==> src/rtl/cla_mul_pkg.sv <==
// Shared types and default widths for the cla_mul_arbiter block.
// Optional build macro: CLA_MUL_PIPE_EN (adds a second product register stage).
package cla_mul_pkg;

    // FSM encoding; CLA_MUL_PIPE is only reachable when CLA_MUL_PIPE_EN is defined.
    typedef enum logic [1:0] {
        CLA_MUL_IDLE = 2'd0,
        CLA_MUL_MUL  = 2'd1,
        CLA_MUL_PIPE = 2'd2,
        CLA_MUL_RESP = 2'd3
    } cla_mul_state_e;

    localparam int CLA_MUL_MCAND_WID  = 32;
    localparam int CLA_MUL_MPLIER_WID = 32;

endpackage

==> src/rtl/cla_mul_rr_arb.sv <==
// Combinational round-robin picker: first asserted req at or after ptr, wrapping.
module cla_mul_rr_arb #(
    parameter int NUM_REQ = 4,
    parameter int ID_W    = $clog2(NUM_REQ)
) (
    input  logic [NUM_REQ-1:0] req,
    input  logic [ID_W-1:0]    ptr,
    output logic [ID_W-1:0]    grant_idx,
    output logic               grant_vld
);

    // Scan offsets from farthest to nearest so the nearest asserted request wins.
    always_comb begin
        int idx;
        idx       = 0;
        grant_idx = '0;
        grant_vld = 1'b0;
        for (int k = NUM_REQ - 1; k >= 0; k--) begin
            idx = int'(ptr) + k;
            if (idx >= NUM_REQ) idx = idx - NUM_REQ;
            if (req[idx]) begin
                grant_idx = ID_W'(idx);
                grant_vld = 1'b1;
            end
        end
    end

endmodule

==> src/rtl/cpu_wb_cla_multiplier.sv <==
// Combinational unsigned multiplier with a full-width product.
module cpu_wb_cla_multiplier #(
    parameter int MULTICAND_WID  = 32,
    parameter int MULTIPLIER_WID = 32
) (
    input  logic [MULTICAND_WID-1:0]                multicand,
    input  logic [MULTIPLIER_WID-1:0]               multiplier,
    output logic [MULTICAND_WID+MULTIPLIER_WID-1:0] product
);

    // Both operands are zero-extended to the product width so nothing is truncated.
    assign product = {{MULTIPLIER_WID{1'b0}}, multicand} * {{MULTICAND_WID{1'b0}}, multiplier};

endmodule

==> src/rtl/cla_mul_arbiter.sv <==
// Round-robin sharing of one combinational multiplier between NUM_REQ requesters.
// Build macro: CLA_MUL_PIPE_EN adds a PIPE state and second product register.
// Handshakes: a transfer happens on a rising edge where valid and ready are both
// high; valid never waits on ready, and resp_product/resp_id hold while
// resp_valid is high and resp_ready is low.
module cla_mul_arbiter
    import cla_mul_pkg::*;
#(
    parameter int MULTICAND_WID  = CLA_MUL_MCAND_WID,
    parameter int MULTIPLIER_WID = CLA_MUL_MPLIER_WID,
    parameter int NUM_REQ        = 4,
    parameter int ID_W           = $clog2(NUM_REQ)
) (
    input  logic                                    clk,
    input  logic                                    rst_n,
    input  logic [NUM_REQ-1:0]                      req_valid,
    output logic [NUM_REQ-1:0]                      req_ready,
    input  logic [NUM_REQ*MULTICAND_WID-1:0]        req_multicand,
    input  logic [NUM_REQ*MULTIPLIER_WID-1:0]       req_multiplier,
    output logic                                    resp_valid,
    input  logic                                    resp_ready,
    output logic [ID_W-1:0]                         resp_id,
    output logic [MULTICAND_WID+MULTIPLIER_WID-1:0] resp_product,
    output logic                                    busy,
    output cla_mul_state_e                          dbg_state
);

    localparam int PW = MULTICAND_WID + MULTIPLIER_WID;

    cla_mul_state_e            state_q;
    logic [ID_W-1:0]           rr_ptr_q;
    logic [ID_W-1:0]           rr_ptr_d;
    logic [MULTICAND_WID-1:0]  op_a_q;
    logic [MULTIPLIER_WID-1:0] op_b_q;
    logic [ID_W-1:0]           id_q;
    logic [PW-1:0]             prod_q;
    logic                      resp_valid_q;
    logic                      busy_q;
    logic [ID_W-1:0]           grant_idx;
    logic                      grant_vld;
    logic [MULTICAND_WID-1:0]  sel_a;
    logic [MULTIPLIER_WID-1:0] sel_b;
    logic [PW-1:0]             mul_out;
`ifdef CLA_MUL_PIPE_EN
    logic [PW-1:0]             prod2_q;
`endif

    cla_mul_rr_arb #(
        .NUM_REQ (NUM_REQ),
        .ID_W    (ID_W)
    ) u_arb (
        .req       (req_valid),
        .ptr       (rr_ptr_q),
        .grant_idx (grant_idx),
        .grant_vld (grant_vld)
    );

    cpu_wb_cla_multiplier #(
        .MULTICAND_WID  (MULTICAND_WID),
        .MULTIPLIER_WID (MULTIPLIER_WID)
    ) u_mul (
        .multicand  (op_a_q),
        .multiplier (op_b_q),
        .product    (mul_out)
    );

    // Operand mux for the granted requester and the pointer value after it.
    always_comb begin
        sel_a = '0;
        sel_b = '0;
        for (int i = 0; i < NUM_REQ; i++) begin
            if (grant_idx == ID_W'(i)) begin
                sel_a = req_multicand[i*MULTICAND_WID +: MULTICAND_WID];
                sel_b = req_multiplier[i*MULTIPLIER_WID +: MULTIPLIER_WID];
            end
        end
        rr_ptr_d = (grant_idx == ID_W'(NUM_REQ - 1)) ? '0 : grant_idx + 1'b1;
    end

    // Accept is offered only in IDLE, to the single granted requester.
    always_comb begin
        req_ready = '0;
        if (state_q == CLA_MUL_IDLE && grant_vld) req_ready[grant_idx] = 1'b1;
    end

    // Transaction FSM with registered response and busy outputs.
    always_ff @(posedge clk or negedge rst_n) begin
        if (!rst_n) begin
            state_q      <= CLA_MUL_IDLE;
            rr_ptr_q     <= '0;
            op_a_q       <= '0;
            op_b_q       <= '0;
            id_q         <= '0;
            prod_q       <= '0;
            resp_valid_q <= 1'b0;
            busy_q       <= 1'b0;
`ifdef CLA_MUL_PIPE_EN
            prod2_q      <= '0;
`endif
        end else begin
            case (state_q)
                CLA_MUL_IDLE: begin
                    if (grant_vld) begin
                        op_a_q   <= sel_a;
                        op_b_q   <= sel_b;
                        id_q     <= grant_idx;
                        rr_ptr_q <= rr_ptr_d;
                        busy_q   <= 1'b1;
                        state_q  <= CLA_MUL_MUL;
                    end
                end
                CLA_MUL_MUL: begin
                    prod_q <= mul_out;
`ifdef CLA_MUL_PIPE_EN
                    state_q <= CLA_MUL_PIPE;
`else
                    resp_valid_q <= 1'b1;
                    state_q      <= CLA_MUL_RESP;
`endif
                end
`ifdef CLA_MUL_PIPE_EN
                CLA_MUL_PIPE: begin
                    prod2_q      <= prod_q;
                    resp_valid_q <= 1'b1;
                    state_q      <= CLA_MUL_RESP;
                end
`endif
                CLA_MUL_RESP: begin
                    if (resp_ready) begin
                        resp_valid_q <= 1'b0;
                        busy_q       <= 1'b0;
                        state_q      <= CLA_MUL_IDLE;
                    end
                end
                default: begin
                    resp_valid_q <= 1'b0;
                    busy_q       <= 1'b0;
                    state_q      <= CLA_MUL_IDLE;
                end
            endcase
        end
    end

    assign resp_valid = resp_valid_q;
    assign resp_id    = id_q;
    assign busy       = busy_q;
    assign dbg_state  = state_q;
`ifdef CLA_MUL_PIPE_EN
    assign resp_product = prod2_q;
`else
    assign resp_product = prod_q;
`endif

endmodule

==> config.mk <==
export PLATFORM = sky130hd
export DESIGN_NAME = cla_mul_arbiter
export DESIGN_NICKNAME = d
export VERILOG_FILES = /design/src/rtl/cla_mul_pkg.sv /design/src/rtl/cla_mul_rr_arb.sv /design/src/rtl/cpu_wb_cla_multiplier.sv /design/src/rtl/cla_mul_arbiter.sv
export SDC_FILE = /design/constraint.sdc
export NUM_CORES = 2
export LEC_CHECK = 0
export CAP_MARGIN = 20
export CELL_PAD_IN_SITES_DETAIL_PLACEMENT = 1
export CELL_PAD_IN_SITES_GLOBAL_PLACEMENT = 2
export CORE_MARGIN = 2
export CORE_UTILIZATION = 35
export CTS_CLUSTER_DIAMETER = 120
export DETAILED_ROUTE_END_ITERATION = 16
export GPL_TIMING_DRIVEN = 0
export PLACE_DENSITY_LB_ADDON = 0.1
export SLEW_MARGIN = 20
export SYNTH_ARGS = -nofsm -noshare
export SYNTH_HDL_FRONTEND = slang
export SYNTH_SLANG_ARGS = --single-unit
==> constraint.sdc <==
create_clock -name clk -period 6.9 [get_ports clk]
set_input_delay 1.035 -clock clk [delete_from_list [all_inputs] [get_ports clk]]
set_output_delay 1.035 -clock clk [all_outputs]
set_load 0.1 [all_outputs]
==> results.toml <==
[logic_synthesis]
postSynthAreaPerCell_um2 = 8.83
ys_seq_area_share_pct = 8.47
synth_nets = 5979
netlist.area_leader.share_pct = 44.6
synthArstFlopShare_pct = 100
synth_most_common_cell = "fa_1"
synth-edff-count = 0
synth_area_leaders = "fa_1, and2_1, dfrtp_1"
yosys_warnings = 0
synth_cells = 4553
syn_area_mm2 = 0.0402
synth_area_leader_cell = "fa_1"
yosys-top-cells-count = "fa_1, inv_1, nand2_1"
yosys_most_used_dff = "dfrtp_1"
yosys_register_bits = 136
synth.distinct_cells = 66

[global_route]
grt_util_all_layers_pct = 32.7
grt_max_degree = 72
grt_overflow = 0
grt_pass1_vias = 37500
grt_pass1_wl_um = 270000
antenna_found_initial = 49

[run]
max-cap-violations = 0

[timing]
fin_crit_sh_pct = 114
rsz0062_at_grt = "true"
hold_violations = 0
tns_ns = -26.20
fmaxAchievable_mhz = 127
period_needed_ns = 7.89
finalMaxSlewViolations = 0
worst_pin_slew_ns = 1.30
max_slew_margin_pct = 13.7
timing.final.ws_setup_ns = -0.992
clock_skew_ns = 0.0250
setup_violations = 40

[run_status]
failed_checks = "negative setup slack"
status = "finished with violations"

[route]
drc = 0
dr_total_vias = 34600
wl_per_cell_um = 29.0
drt_first_pass_iters = 5
ant_nets = 0
first_iter_violations = 2419
viasPerCell = 5.26
drt_wl_total_um = 191000

[setup_path]
worstSetupPathType = "flop to flop"
worstPathRequired_ns = 7.34
start_kind = "flop"
end_kind = "flop"
crit_arrival_ns = 8.34
cp_max_fo = 10

[finish]
drive_above_1_share_pct = 12.1
final_util_pct = 43.6
final_net_count = 6455
area_growth_pct = 23.9

[cts]
path_clk_slew_ns = 0.09
cts_tree = "yes"
clockRootBuffer = "clkbuf_16"
hold_buffers = 0
cts.sinks = 136
cts_made_buffers = 17
clock_latency_ns = 0.54
cts.path.max_buffers = 2
htree_levels = 4

[floorplanning]
die_area_mm2 = 0.118
die_w_um = 343
core_mm2 = 0.114
io_pins = 337
rows = 124
initial_core_util_pct = 35.2
die_h_um = 343

[place]
io_buffers = 336
gp_congestion = 0.953
hpwlAfterDp_um = 158000

[min_path]
min_path_type = "primary input to asynchronous set/reset pin"
[metal layers]
layer	vias to the layer above	GRT usage [%]	routed length (um)
met5	-	0	257
li1	14700	-	-
met3	338	7.10	13000
met2	1069	54.2	91900
met1	18400	40.4	75100
met4	40	16.0	10600
[final timing paths]
path	startpoint	endpoint	slack [ns]	cells past startpoint
min	rst_n	resp_product[21]	0.44	1
min in group clk	resp_product[2]	resp_product[2]	0.48	2
min reg2reg	resp_product[2]	resp_product[2]	0.48	2
max reg2reg	op_a_q[10]	resp_product[58]	-0.99	27
max	op_a_q[10]	resp_product[58]	-0.99	27
max in group asynchronous	rst_n	op_b_q[31]	5.47	2
[through the flow]
step	cells	instance area, um^2	hold slack (ns)	setup WS, ns
finish	6573	49800	0.440	-0.992
detailed placement	6403	45800	0.469	-2.35
floorplan	4553	40500	0.471	-0.00935
global placement	6401	45800	0.461	-2.29
CTS	6510	48900	0.458	-1.04
global route	6561	49800	0.472	-1.19
[critical path, stage by stage, from the launching register on]
cell      delay, ns
dfrtp_2        0.54
buf_8          0.21
and2_1         0.16
fa_1           0.53
inv_1          0.06
fa_1           0.52
inv_1          0.06
fa_1           0.50
inv_1          0.06
fa_1           0.57
inv_1          0.07
fa_1           0.50
fa_1           0.44
fa_2           0.65
fa_2           0.51
ha_1           0.29
clkbuf_4       0.18
nand2_2        0.10
nor3_4         0.33
buf_4          0.18
buf_6          0.11
nand2_4        0.05
a2111o_1       0.33
buf_12         0.16
a21oi_4        0.20
o31a_1         0.21
nor3_2         0.05
o31ai_1        0.20
[kinds of logic after synthesis]
| family | count (synthesis) | share of synthesized area, % |
|---|---|---|
| XOR/XNOR | 47 | 1.02 |
| multiplexers | 4 | 0.0996 |
| AO/OA/AOI/OAI | 555 | 8.36 |
| AND/OR/NAND/NOR | 1489 | 18.3 |
| adder cells (fa/ha/maj) | 1163 | 52.9 |
| flip-flops | 136 | 8.47 |
| buffers and inverters | 1159 | 10.9 |
[placed cells by master, fill, tap and decap left out, types with 31 or more instances in the layout]
cell             synthesis  final
inv_1                  868    856
fa_2                     0     60
clkbuf_4                 0     43
clkbuf_16                0     32
fa_1                   896    836
a21o_1                  31     31
clkdlybuf4s50_1          0    335
ha_1                   267    252
nand2_1                616    605
dfrtp_1                136     81
clkbuf_8                 0     77
a21oi_1                206    181
o21ai_0                153    130
nor2_1                 164    162
and2_1                 605    592
buf_4                    0    118
clkbuf_1               274     89
dfrtp_2                  0     46
a22oi_1                 65     65
[layout make-up]
type | count | area, um^2
fillers | 13200 | 64400
multi-input cells | 3258 | 33400
repair buffers | 466 | 4510
flip-flops and latches | 136 | 3490
inverters | 868 | 3260
plain buffers | 282 | 2550
well taps | 1512 | 1890
clock buffers | 17 | 425
clock inverters | 15 | 230
diodes | 19 | 47.5
[state kept, by name (all words and copies together), names as in the netlist]
signal	count
resp_product	64
op_a_q	32
op_b_q	32
dbg_state	2
resp_id	2
rr_ptr_q	2
busy	1
resp_valid	1
[what timing repair did]
| item | CTS | global route |
|---|---|---|
| pin swaps | 59 | 72 |
| setup endpoints to repair | 51 | 45 |
| gates cloned | 1 | 1 |
| resized for setup | 538 | 175 |
| endpoints found under the hold margin | 0 | 0 |
| buffers inserted | 76 | 50 |
Power is not shown: default switching activity piles up to over one toggle a cycle in this logic, so the estimate is an artifact.
